==> config.mk <==
export PLATFORM = sky130hd
export DESIGN_NAME = viterbi_conv_encoder
export DESIGN_NICKNAME = d
export VERILOG_FILES = /design/src/rtl/viterbi_conv_encoder.sv
export SDC_FILE = /design/constraint.sdc
export NUM_CORES = 1
export LEC_CHECK = 0
export BUFFER_PORTS_ARGS = -buffer_cell sky130_fd_sc_hd__buf_2
export CAP_MARGIN = 20
export CORE_MARGIN = 4
export CORE_UTILIZATION = 25
export CTS_BUF_LIST = sky130_fd_sc_hd__clkbuf_16
export CTS_CLUSTER_SIZE = 16
export DETAILED_ROUTE_END_ITERATION = 6
export SETUP_SLACK_MARGIN = 0.1
export SYNTH_ARGS = -nofsm -noshare
export SYNTH_HDL_FRONTEND = slang
export SYNTH_SLANG_ARGS = --single-unit
==> constraint.sdc <==
create_clock -name clk -period 2.7 [get_ports clk]
set_input_delay 0.27 -clock clk [delete_from_list [all_inputs] [get_ports clk]]
set_output_delay 0.27 -clock clk [all_outputs]
set_load 0.02 [all_outputs]
==> src/rtl/viterbi_conv_encoder.sv <==
// Rate-1/2, K=4 convolutional encoder feeding the Viterbi decoder.
// Bytes are accepted in IDLE, shifted out MSB first as 2-bit symbols in
// SHIFT, and the last byte of a frame is followed by three zero-input tail
// symbols in TAIL that flush the 3-bit shift register back to zero.
// All outputs are registers loaded from the next-state values, so nothing
// downstream sees a combinational path from sym_ready.
module viterbi_conv_encoder #(
    parameter logic [3:0] G0 = 4'b1111,
    parameter logic [3:0] G1 = 4'b1011
) (
    input  logic       clk,
    input  logic       rst,
    input  logic       in_valid,
    output logic       in_ready,
    input  logic [7:0] in_data,
    input  logic       in_last,
    output logic       sym_valid,
    input  logic       sym_ready,
    output logic [1:0] sym_data,
    output logic       sym_last,
    output logic       busy
);

    typedef enum logic [1:0] {
        ST_IDLE  = 2'd0,
        ST_SHIFT = 2'd1,
        ST_TAIL  = 2'd2
    } state_t;

    state_t     state_r, state_s;
    logic [2:0] sr_r, sr_s;
    logic [2:0] bit_cnt_r, bit_cnt_s;
    logic [1:0] tail_cnt_r, tail_cnt_s;
    logic [7:0] byte_r, byte_s;
    logic       last_r, last_s;
    logic       hs_s;
    logic       u_cur_s;
    logic       u_nxt_s;
    logic [1:0] sym_data_s;
    logic       sym_last_s;

    // Even-parity reduction of a 4-bit tap vector.
    function automatic logic parity4(input logic [3:0] v);
        return ^v;
    endfunction

    // One code symbol: bit 0 from G0, bit 1 from G1, taps {u, sr[2:0]}.
    function automatic logic [1:0] encode(input logic u, input logic [2:0] sr);
        logic [3:0] taps;
        taps = {u, sr};
        return {parity4(taps & G1), parity4(taps & G0)};
    endfunction

    // Symbol handshake and the input bit currently on the wire.
    always_comb begin
        hs_s = sym_valid & sym_ready;
        if (state_r == ST_SHIFT) begin
            u_cur_s = byte_r[bit_cnt_r];
        end else begin
            u_cur_s = 1'b0;
        end
    end

    // Next-state logic for the IDLE/SHIFT/TAIL controller and datapath.
    always_comb begin
        state_s    = state_r;
        sr_s       = sr_r;
        bit_cnt_s  = bit_cnt_r;
        tail_cnt_s = tail_cnt_r;
        byte_s     = byte_r;
        last_s     = last_r;
        case (state_r)
            ST_IDLE: begin
                if (in_valid) begin
                    byte_s    = in_data;
                    last_s    = in_last;
                    bit_cnt_s = 3'd7;
                    state_s   = ST_SHIFT;
                end else begin
                    state_s = ST_IDLE;
                end
            end
            ST_SHIFT: begin
                if (hs_s) begin
                    sr_s = {u_cur_s, sr_r[2:1]};
                    if (bit_cnt_r == 3'd0) begin
                        if (last_r) begin
                            tail_cnt_s = 2'd2;
                            state_s    = ST_TAIL;
                        end else begin
                            // Mid-frame byte boundary: keep sr for the next byte.
                            state_s = ST_IDLE;
                        end
                    end else begin
                        bit_cnt_s = bit_cnt_r - 3'd1;
                    end
                end else begin
                    state_s = ST_SHIFT;
                end
            end
            ST_TAIL: begin
                if (hs_s) begin
                    if (tail_cnt_r == 2'd0) begin
                        sr_s    = 3'b000;
                        state_s = ST_IDLE;
                    end else begin
                        sr_s       = {1'b0, sr_r[2:1]};
                        tail_cnt_s = tail_cnt_r - 2'd1;
                    end
                end else begin
                    state_s = ST_TAIL;
                end
            end
            default: begin
                state_s    = ST_IDLE;
                sr_s       = 3'b000;
                bit_cnt_s  = 3'd0;
                tail_cnt_s = 2'd0;
            end
        endcase
    end

    // Symbol that will be presented after the coming edge.
    always_comb begin
        sym_data_s = 2'b00;
        sym_last_s = 1'b0;
        u_nxt_s    = 1'b0;
        case (state_s)
            ST_SHIFT: begin
                u_nxt_s    = byte_s[bit_cnt_s];
                sym_data_s = encode(u_nxt_s, sr_s);
                sym_last_s = 1'b0;
            end
            ST_TAIL: begin
                u_nxt_s    = 1'b0;
                sym_data_s = encode(u_nxt_s, sr_s);
                sym_last_s = (tail_cnt_s == 2'd0);
            end
            default: begin
                sym_data_s = 2'b00;
                sym_last_s = 1'b0;
            end
        endcase
    end

    // State and registered outputs; reset abandons any frame in flight.
    always_ff @(posedge clk or negedge rst) begin
        if (!rst) begin
            state_r    <= ST_IDLE;
            sr_r       <= 3'b000;
            bit_cnt_r  <= 3'd0;
            tail_cnt_r <= 2'd0;
            byte_r     <= 8'h00;
            last_r     <= 1'b0;
            sym_valid  <= 1'b0;
            sym_data   <= 2'b00;
            sym_last   <= 1'b0;
            busy       <= 1'b0;
            in_ready   <= 1'b1;
        end else begin
            state_r    <= state_s;
            sr_r       <= sr_s;
            bit_cnt_r  <= bit_cnt_s;
            tail_cnt_r <= tail_cnt_s;
            byte_r     <= byte_s;
            last_r     <= last_s;
            sym_valid  <= (state_s != ST_IDLE);
            sym_data   <= sym_data_s;
            sym_last   <= sym_last_s;
            busy       <= (state_s != ST_IDLE);
            in_ready   <= (state_s == ST_IDLE);
        end
    end

endmodule

# Yosys cells after proc, flatten, opt, wreduce, memory -nomap -nowiden
# Index checks and enable logic that the tools add are counted.
# totals
latchBits,0
mem_bits_ro,0
input_bits,13
ramBits,0
mem_count,0
regBits,24
# op_classes
n_div,0
addsub,2
bitwise_logic,1
n_eq_ne,4
muxes,29
shift,0
reduce_logical,11
n_lt_le_gt_ge,2
multipliers,0
# op_table
op,count
two-way mux 2 bit,11
case mux 3 bit (3 select lines),2
two-way mux 8 bit,2
XOR reduction 4 bit,4
two-way mux 3 bit,5
case mux 2 bit (3 select lines),2
logical NOT 2 bit,4
"< comparator 3 x 4 -> 1 bit, second input constant",2
binary-select mux 1 bit (select 3 bit),2
"equality test 2 x 1 -> 1 bit, second input constant",2
"equality test 2 bit, second input constant",2
two-way mux 1 bit,4
case mux 2 bit (2 select lines),1
logical NOT 3 bit,1
"subtractor 3 x 1 -> 3 bit, second input constant",1
AND reduction 2 bit,1
nonzero test 2 bit,1
"subtractor 2 x 1 -> 2 bit, second input constant",1
AND 1 bit,1

# Longest topological paths before layout
# Gate-level depths: netlist (run 1).
# depth
ltp_word,8
ltp_mapped,11
depth_no_buf,11

# Worst setup path after synthesis (run 1)
# Ideal clock, no wire load.
# synth_timing
kind,register -> register
from,reg bit_cnt_r[0]
to,reg sym_data[0]
stages_incl_launch_ff,10
setup_time_ns,0.126
path_buffers,0
slack_ns,0.207
t_arrival_ns,2.367
cell_sequence,dfrtp_1 > inv_1 > ha_1 > nor2b_1 > or3_4 > a31oi_4 > mux2_2 > a22oi_2 > a211oi_1 > a311o_1
# synth_via
elab_chain_len,8
word_cells_on_any_way,20
classes_between,1 x add/sub; 2 x eq/ne; 14 x mux; 3 x reduce/logical
# synth_lines
item,line,rtl
start: declaration,32,"logic [2:0] bit_cnt_r, bit_cnt_s;"
start signal: assignment,163,bit_cnt_r <= bit_cnt_s;
subtractor 3 x 1 -> 3 bit or logical NOT 3 bit (tied branches),"95, 86",
two-way mux 3 bit,86,if (bit_cnt_r == 3'd0) begin
two-way mux 3 bit,84,if (hs_s) begin
case mux 3 bit (3 select lines) *,72,case (state_r)
net bit_cnt_s[0],32,
binary-select mux 1 bit (select 3 bit) *,130,u_nxt_s = byte_s[bit_cnt_s];
two-way mux 1 bit (implied by the code) *,130,
XOR reduction 4 bit *,44,return ^v;
case mux 2 bit (2 select lines) *,128,case (state_s)
net sym_data_s[0],39,logic [1:0] sym_data_s;
end signal: assignment,168,sym_data <= sym_data_s;
end: declaration,19,"output logic [1:0] sym_data,"
# Mark *: on every way through the listed nets, which the timed path passes. The rest lies on a longest branch. The select of a mux whose other input is x is not followed.
# A chain may end at the register's enable or synchronous reset.

# Worst setup path in the final report (run 1)
# Same ends and word-level chain as after synthesis.

==> qor.csv, run 1 <==
stage,metric,value,unit
synth,syn_avg_cell_area,11.4,um^2
synth,synth_seq_cells,24,
die,die_w,83.8,um
cts,clkTransAtPathRegs,60,ps
synth,yosysUniqueCellTypes,48,
placement,portBuffers,18,
placement,pre_cts_slack,152,ps
placement,place.gp.congestion,0.771,
synth,ys.flop_type,dfrtp_1,
cts,cts_tree,done,
die,start_util,25.9,%
worst_setup_path,crit_slowest_cell,dfrtp_1,
routing,dr.first_iter.drc_count,50,
sta,post-route-period-util,90.6,%
die,num_rows,27,
worst_setup_path,r2r_cells,10,
cts,insertion_delay,260,ps
finish,nets,169,
routing,dr.pass1.iters,4,
routing,wl_per_cell,13.4,um
synth,yosysTopAreaCellShare,40.1,%
worst_setup_path,cp.depth,10,
routing,drc,0,
cts,cts_sinks,24,
global_route,grt_overflow,0,
synth,synth_top_cell_by_area,dfrtp_1,
die,die_h,83.8,um
placement,dp_hpwl,2220,um
power,powerDensity,1320,nW/um^2
sta,fin_ws,254,ps
synth,syn_area,1440,um^2
global_route,grt_max_degree,25,
routing,wirelength,2980,um
finish,seq_area,602,um^2
sta,hold_viol_final,23,
synth,synthTopCellsByCount,"23 x dfrtp_1, 8 x o21ai_0, 7 x nand2_1",
worst_setup_path,worstPathRequired,2840,ps
worst_setup_path,critPathMaxFanout,5,
status,status,"complete, but fails checks",
worst_setup_path,crit_arrival,2590,ps
synth,synth_xor_area_share,0.610,%
status,failed_checks,negative hold slack,
worst_setup_path,cp_cell_sequence,"inv_1, ha_1, nor2b_4, or3_4, a31oi_4, buf_4, mux2i_1, o22a_1, a211oi_1, a311o_1",
finish,fillers,598,
die,core_area,5540,um^2
sta,holdWs,-10.4,ps
cts,cts_buffers,3,
sta,maxSlewHeadroom,63.9,%
worst_setup_path,critPathLaunchType,flop,
min_path,min_path_type,in2async,
synth,synth_mux_area_share,15.3,%
routing,via_per_inst,4.68,
synth,synthArstFlopShare,100,%
routing,postRouteAntennaNets,0,
finish,drive_above_1_share,35.3,%
power,p_leak,0.774,nW
synth,syn_inst,126,
sta,fin_setup_tns,0,ps
cts,post_cts_buffers,0,
worst_setup_path,end_kind,flop,
cts,cts_max_path_buffers,2,
synth,synth_simple_gate_area_share,17.2,%
synth,yosysMostFrequentCell,dfrtp_1,
synth,synth_edf_count,0,
die,dieArea,7020,um^2
sta,finalSetupViolCount,0,
finish,utilization,31.0,%
worst_setup_path,path_delay_family,compound AO/OA/AOI/OAI gates,
finish,syn2layout_area_growth,19.6,%
synth,synth_compound_area_share,15.0,%
finish,diodes,0,
synth,ys_warn_count,0,
worst_setup_path,path_buf_inv,2,
synth,synthAdderAreaFrac,5.14,%
worst_setup_path,worstSetupPathType,reg2reg,
synth,synth.net_count,144,
run,maxCapViolCount,0,
routing,via_count,1040,
cts,cts-root-buf,clkbuf_16,
power,peakVddDrop,0.000435,V
sta,timing.fmax,409,MHz
synth,synth_top_family_by_area,simple AND/OR/NAND/NOR gates,
worst_setup_path,r2r_slack,250,ps
sta,tightest_slew,541,ps
sta,finClkSkew,1.61,ps
global_route,antenna_found_initial,0,
cts,h-tree-depth,1,
sta,period_minus_slack,2450,ps
sta,rsz0062_at_grt,false,
global_route,track_usage,9.17,%
worst_setup_path,max_stage_delay,340,ps
global_route,grt_pass1_wl,5180,um
die,io-pin-count,19,
synth,yosysSeqAreaShare,41.9,%
global_route,first_global_vias,1066,
finish,multi_input_area,779,um^2
sta,slew_viol_final,0,
synth,ys_top_cells_by_area,"dfrtp_1 40%, ha_1 4.4%, mux2_2 3.9%",
==> worst register-to-register path, delay by kind of cell, from the launching register on <==
family	cells	cell delay, ps
simple gates	2	480
buf+inv	2	230
fa+ha+maj	1	200
flops	1	340
mux	1	190
compound gates	4	890
==> per-layer routing <==
layer	part of all wire, %	GRT usage [%]	up-vias
li1	-	-	500
met1	47	12.2	516
met2	49	14.8	19
met3	2.3	1.18	5
met4	2.0	3.95	0
met5	0	0	-
==> area by class of cell <==
class	instances	share of cell area, %
Multi-Input combinational cell	91	45.4
Clock inverter	1	0.219
Clock buffer	3	4.37
Timing Repair Buffer	24	7.87
Tap cell	72	5.25
Sequential cell	24	35.1
Inverter	7	1.82
==> metrics by stage <==
| stage | instances | hold WS [ps] | power, mW | instance area, um^2 |
|---|---|---|---|---|
| after detailed placement | 218 | 297 | 1.93 | 1620 |
| after global routing | 222 | 47.1 | 2.47 | 1720 |
| after global placement | 218 | 288 | 1.91 | 1620 |
| after floorplan | 126 | -25.6 | 1.62 | 1440 |
| final | 222 | -10.4 | 2.26 | 1720 |
| after CTS | 222 | 19.8 | 2.27 | 1700 |
==> repair_timing <==
item,CTS,global route
gates resized for setup,1,3
hold buffers,0,0
pin swaps,0,1
endpoints found under the setup margin,1,2
==> placed cells by master, fill, tap and decap left out, types with 2 or more instances in the layout <==
master and count:
nand3_1 5, buf_2 18, and3b_1 2, nor3b_1 2
clkbuf_16 3, nand2_1 7, mux2_1 4, mux2_4 2
buf_4 6, ha_1 5, mux2_2 5, a22o_1 2
o21ai_0 8, nor2b_1 3, nor2_1 5, a211oi_1 2
mux2i_1 4, a21oi_1 4, inv_1 7, dfrtp_1 23
nand2b_1 2
==> state kept, by name, indices dropped and copies added (netlist names) <==
name	cells
bit_cnt_r	3
busy	1
byte_r	8
in_ready	1
last_r	1
sr_r	3
state_r	2
sym_data	2
sym_last	1
tail_cnt_r	2
==> worst paths after layout <==
check | startpoint | endpoint
setup / recovery | bit_cnt_r[0] | sym_data[0]
hold / removal | rst | sr_r[0]
setup reg to reg | bit_cnt_r[0] | sym_data[0]
hold reg to reg | byte_r[7] | byte_r[7]
max in group asynchronous | rst | in_ready
min in group clk | in_last | last_r
==> power breakdown <==
group | switching, mW | internal [mW] | leakage (nW)
registers | 0.117 | 0.528 | 0.290
logic | 0.642 | 0.649 | 0.441
clock network | 0.129 | 0.198 | 0.0423
==> kinds of logic after synthesis <==
kind of cell    Yosys count
compound gates           28
xor+xnor                  1
fa+ha+maj                 6
buf+inv                  11
flops                    24
mux                      17
simple gates             39
Power figures use the tool's default switching activity.
==> run 2, diff against run 1 <==
--- a/config.mk
+++ b/config.mk
@@ -6,4 +6,5 @@
 export NUM_CORES = 1
 export LEC_CHECK = 0
+export ABC_AREA = 1
 export BUFFER_PORTS_ARGS = -buffer_cell sky130_fd_sc_hd__buf_2
 export CAP_MARGIN = 20
==> constraint.sdc (replaced) <==
create_clock -name clk -period 2.7 [get_ports clk]
set_input_delay 0.27 -clock clk [delete_from_list [all_inputs] [get_ports clk]]
set_output_delay 0.27 -clock clk [all_outputs]
set_load 0.01 [all_outputs]
==> run 2 against run 1 <==
Against the previous run: the run still ends with negative hold slack left; die area decreased by 2.7%; fmax increased by 9.9%; utilization decreased by 0.12 points; final area decreased by 5.8%; sequential power decreased by 4.0%; combinational power decreased by 18%; global-route usage increased by 0.59 points; hold slack improved by 8.2 ps; critical endpoint unchanged; non-clock buffer count decreased by 6; final cell count increased by 18%; register-to-register slack improved by 220 ps; synthesized cell count increased by 38%.
==> qor.csv, run 2 <==
stage,metric,value,unit
sta,finClkSkew,2.24,ps
sta,period_minus_slack,2220,ps
synth,yosysUniqueCellTypes,28,
synth,synth_edf_count,0,
power,powerDensity,1230,nW/um^2
finish,diodes,0,
global_route,track_usage,9.76,%
synth,yosysTopAreaCellShare,41.3,%
sta,slew_viol_final,0,
sta,rsz0062_at_grt,false,
power,power_frac_comb,53.2,%
finish,reg_top3,"byte_r: 8 flops, bit_cnt_r: 3 flops, sr_r: 3 flops",
die,die_h,82.6,um
finish,top_register,byte_r,
synth,syn_inst,174,
worst_setup_path,cp_cell_sequence,"inv_1, ha_1, nand2_1, nand2_1, nand2_1, nand3_1, nand3_2, nand2_1, nand3_1, nand3_2, nand2_1, nand2_1, nand3_2, nand2_1, nor2_1, nor2_1",
synth,synth_top_cell_by_area,dfrtp_1,
power,p_switching,0.894,mW
finish,largest_reg_flops,8,
placement,post-place-cells,259,
die,core_area,5240,um^2
sta,maxSlewHeadroom,63.8,%
cts,cts_buffers,3,
status,status,"complete, but fails checks",
worst_setup_path,critPathLaunchType,flop,
global_route,first_global_vias,1122,
global_route,grt_pass1_wl,5060,um
sta,holdWs,-2.19,ps
sta,hold_viol_final,2,
routing,via_per_inst,4.43,
routing,dr.pass1.iters,4,
routing,postRouteAntennaNets,0,
finish,layout_commonest_cell,nand2_1,
cts,cts_sinks,24,
sta,fin_setup_tns,0,ps
routing,via_count,1164,
placement,portBuffers,18,
finish,drive_above_1_share,22.8,%
synth,ys_top_cells_by_area,"dfrtp_1 41%, nand2_1 12%, inv_1 5.9%",
finish,nets,212,
power,peakVddDrop,0.000739,V
die,io-pin-count,19,
synth,ys.flop_type,dfrtp_1,
placement,dp_hpwl,2400,um
synth,synthArstFlopShare,100,%
worst_setup_path,crit_arrival,2370,ps
worst_setup_path,critPathMaxFanout,12,
synth,synth.net_count,192,
routing,wirelength,2990,um
routing,wl_per_cell,11.4,um
power,swShare,44.8,%
synth,yosysMostFrequentCell,nand2_1,
die,dieArea,6830,um^2
cts,insertion_delay,250,ps
sta,tightest_slew,544,ps
cts,h-tree-depth,1,
synth,ys_warn_count,0,
cts,cts_max_path_buffers,2,
worst_setup_path,r2r_cells,16,
worst_setup_path,cpMostUsedCell,nand2_1,
power,sequentialPowerShare,31.1,%
sta,fin_ws,475,ps
worst_setup_path,worstSetupPathType,reg2reg,
worst_setup_path,r2r_slack,480,ps
cts,post_cts_buffers,0,
sta,post-route-period-util,82.4,%
worst_setup_path,max_stage_delay,520,ps
cts,clkTransAtPathRegs,60,ps
cts,cts-root-buf,clkbuf_16,
synth,synthTopCellsByCount,"45 x nand2_1, 23 x dfrtp_1, 22 x inv_1",
die,die_w,82.6,um
placement,place.gp.congestion,0.790,
global_route,grt_max_degree,25,
synth,syn_area,1390,um^2
power,power_frac_clock,15.8,%
cts,cts-hold-fix-buffers,0,
run,maxCapViolCount,0,
global_route,grt_overflow,0,
die,start_util,26.6,%
finish,fillers,556,
die,num_rows,26,
cts,cts_resized,0,
routing,dr.first_iter.drc_count,36,
worst_setup_path,worstPathRequired,2850,ps
synth,synth_seq_cells,24,
global_route,antenna_found_initial,0,
worst_setup_path,r2r_start,bit_cnt_r[0],
worst_setup_path,regToRegEndpoint,sym_data[0],
placement,placed_area,1540,um^2
sta,timing.fmax,450,MHz
power,p_leak,0.826,nW
finish,syn2layout_area_growth,16.1,%
cts,cts_tree,done,
finish,layout.cells.non_filler,263,
worst_setup_path,end_kind,flop,
power,p_int,1.10,mW
worst_setup_path,crit_slowest_cell,dfrtp_1,
placement,pre_cts_slack,487,ps
min_path,min_path_type,in2async,
synth,yosysSeqAreaShare,43.2,%
finish,final_cell_mix,"45 x nand2_1, 23 x dfrtp_1, 22 x inv_1",
status,failed_checks,negative hold slack,
routing,drc,0,
sta,finalSetupViolCount,0,
finish,final_area,1620,um^2
synth,syn_avg_cell_area,8.00,um^2
run 2: cell types whose count changed after synthesis, sizes merged, moves of 5 or more:
cell	change
inv	+18
mux2	-11
nand2	+47
nand3	+15
nor2	+5
nor2b	-5
run 2: metrics by stage:
stage                     hold slack [ps]  util, %  total power [mW]
final                               -2.19     30.9              1.99
after global routing                 44.2     30.9              2.21
after CTS                            25.0     30.9              2.02
after detailed placement              296     29.4              1.69
after global placement                302     29.4              1.67
after floorplan                     -25.6        -              1.46
run 2: logic make-up after synthesis:
kind of cell	share of synthesized area, %
compound gates	11.7
fa+ha+maj	4.49
buf+inv	9.25
flops	43.2
simple gates	31.4
run 2: critical path: cells and delay by family, from the launching register on:
| family | cells | cell delay (ps) |
|---|---|---|
| adder cells (fa/ha/maj) | 1 | 220 |
| flip-flops | 1 | 520 |
| AND/OR/NAND/NOR | 14 | 1250 |
| buffers and inverters | 1 | 130 |
run 2: worst max path at each step:
stage	startpoint	to	slack (ps)
after global placement	bit_cnt_r[0]	sym_data[0]	600
after global routing	bit_cnt_r[0]	sym_data[0]	250
after detailed placement	bit_cnt_r[0]	sym_data[0]	490
after CTS	bit_cnt_r[0]	sym_data[0]	470
after floorplan	bit_cnt_r[1]	sym_data[0]	890
final	bit_cnt_r[0]	sym_data[0]	480
run 2: power by group through the flow:
| stage | Combinational [mW] | Sequential [mW] | Clock (mW) |
|---|---|---|---|
| 2_1_floorplan | 0.860 | 0.604 | 0 |
| 3_3_place_gp | 1.05 | 0.623 | 0 |
| 3_5_place_dp | 1.07 | 0.627 | 0 |
| 4_1_cts | 1.07 | 0.622 | 0.323 |
| 5_1_grt | 1.23 | 0.637 | 0.339 |
| 6_report | 1.06 | 0.619 | 0.314 |
run 2: layer usage:
metal / track usage, % / share of wire, %
met4: 1.96 / 0.64
met1: 12.9 / 49
met2: 16.5 / 48
met3: 1.95 / 2.3
met5: 0 / 0
run 2: area by class of cell:
| cell class | instances | area (um^2) | area share, % |
|---|---|---|---|
| flip-flops and latches | 24 | 602 | 37.2 |
| repair buffers | 18 | 90.1 | 5.57 |
| inverters | 25 | 96.3 | 5.96 |
| multi-input cells | 122 | 662 | 40.9 |
| well taps | 70 | 87.6 | 5.42 |
| clock buffers | 3 | 75.1 | 4.64 |
| clock inverters | 1 | 3.75 | 0.232 |
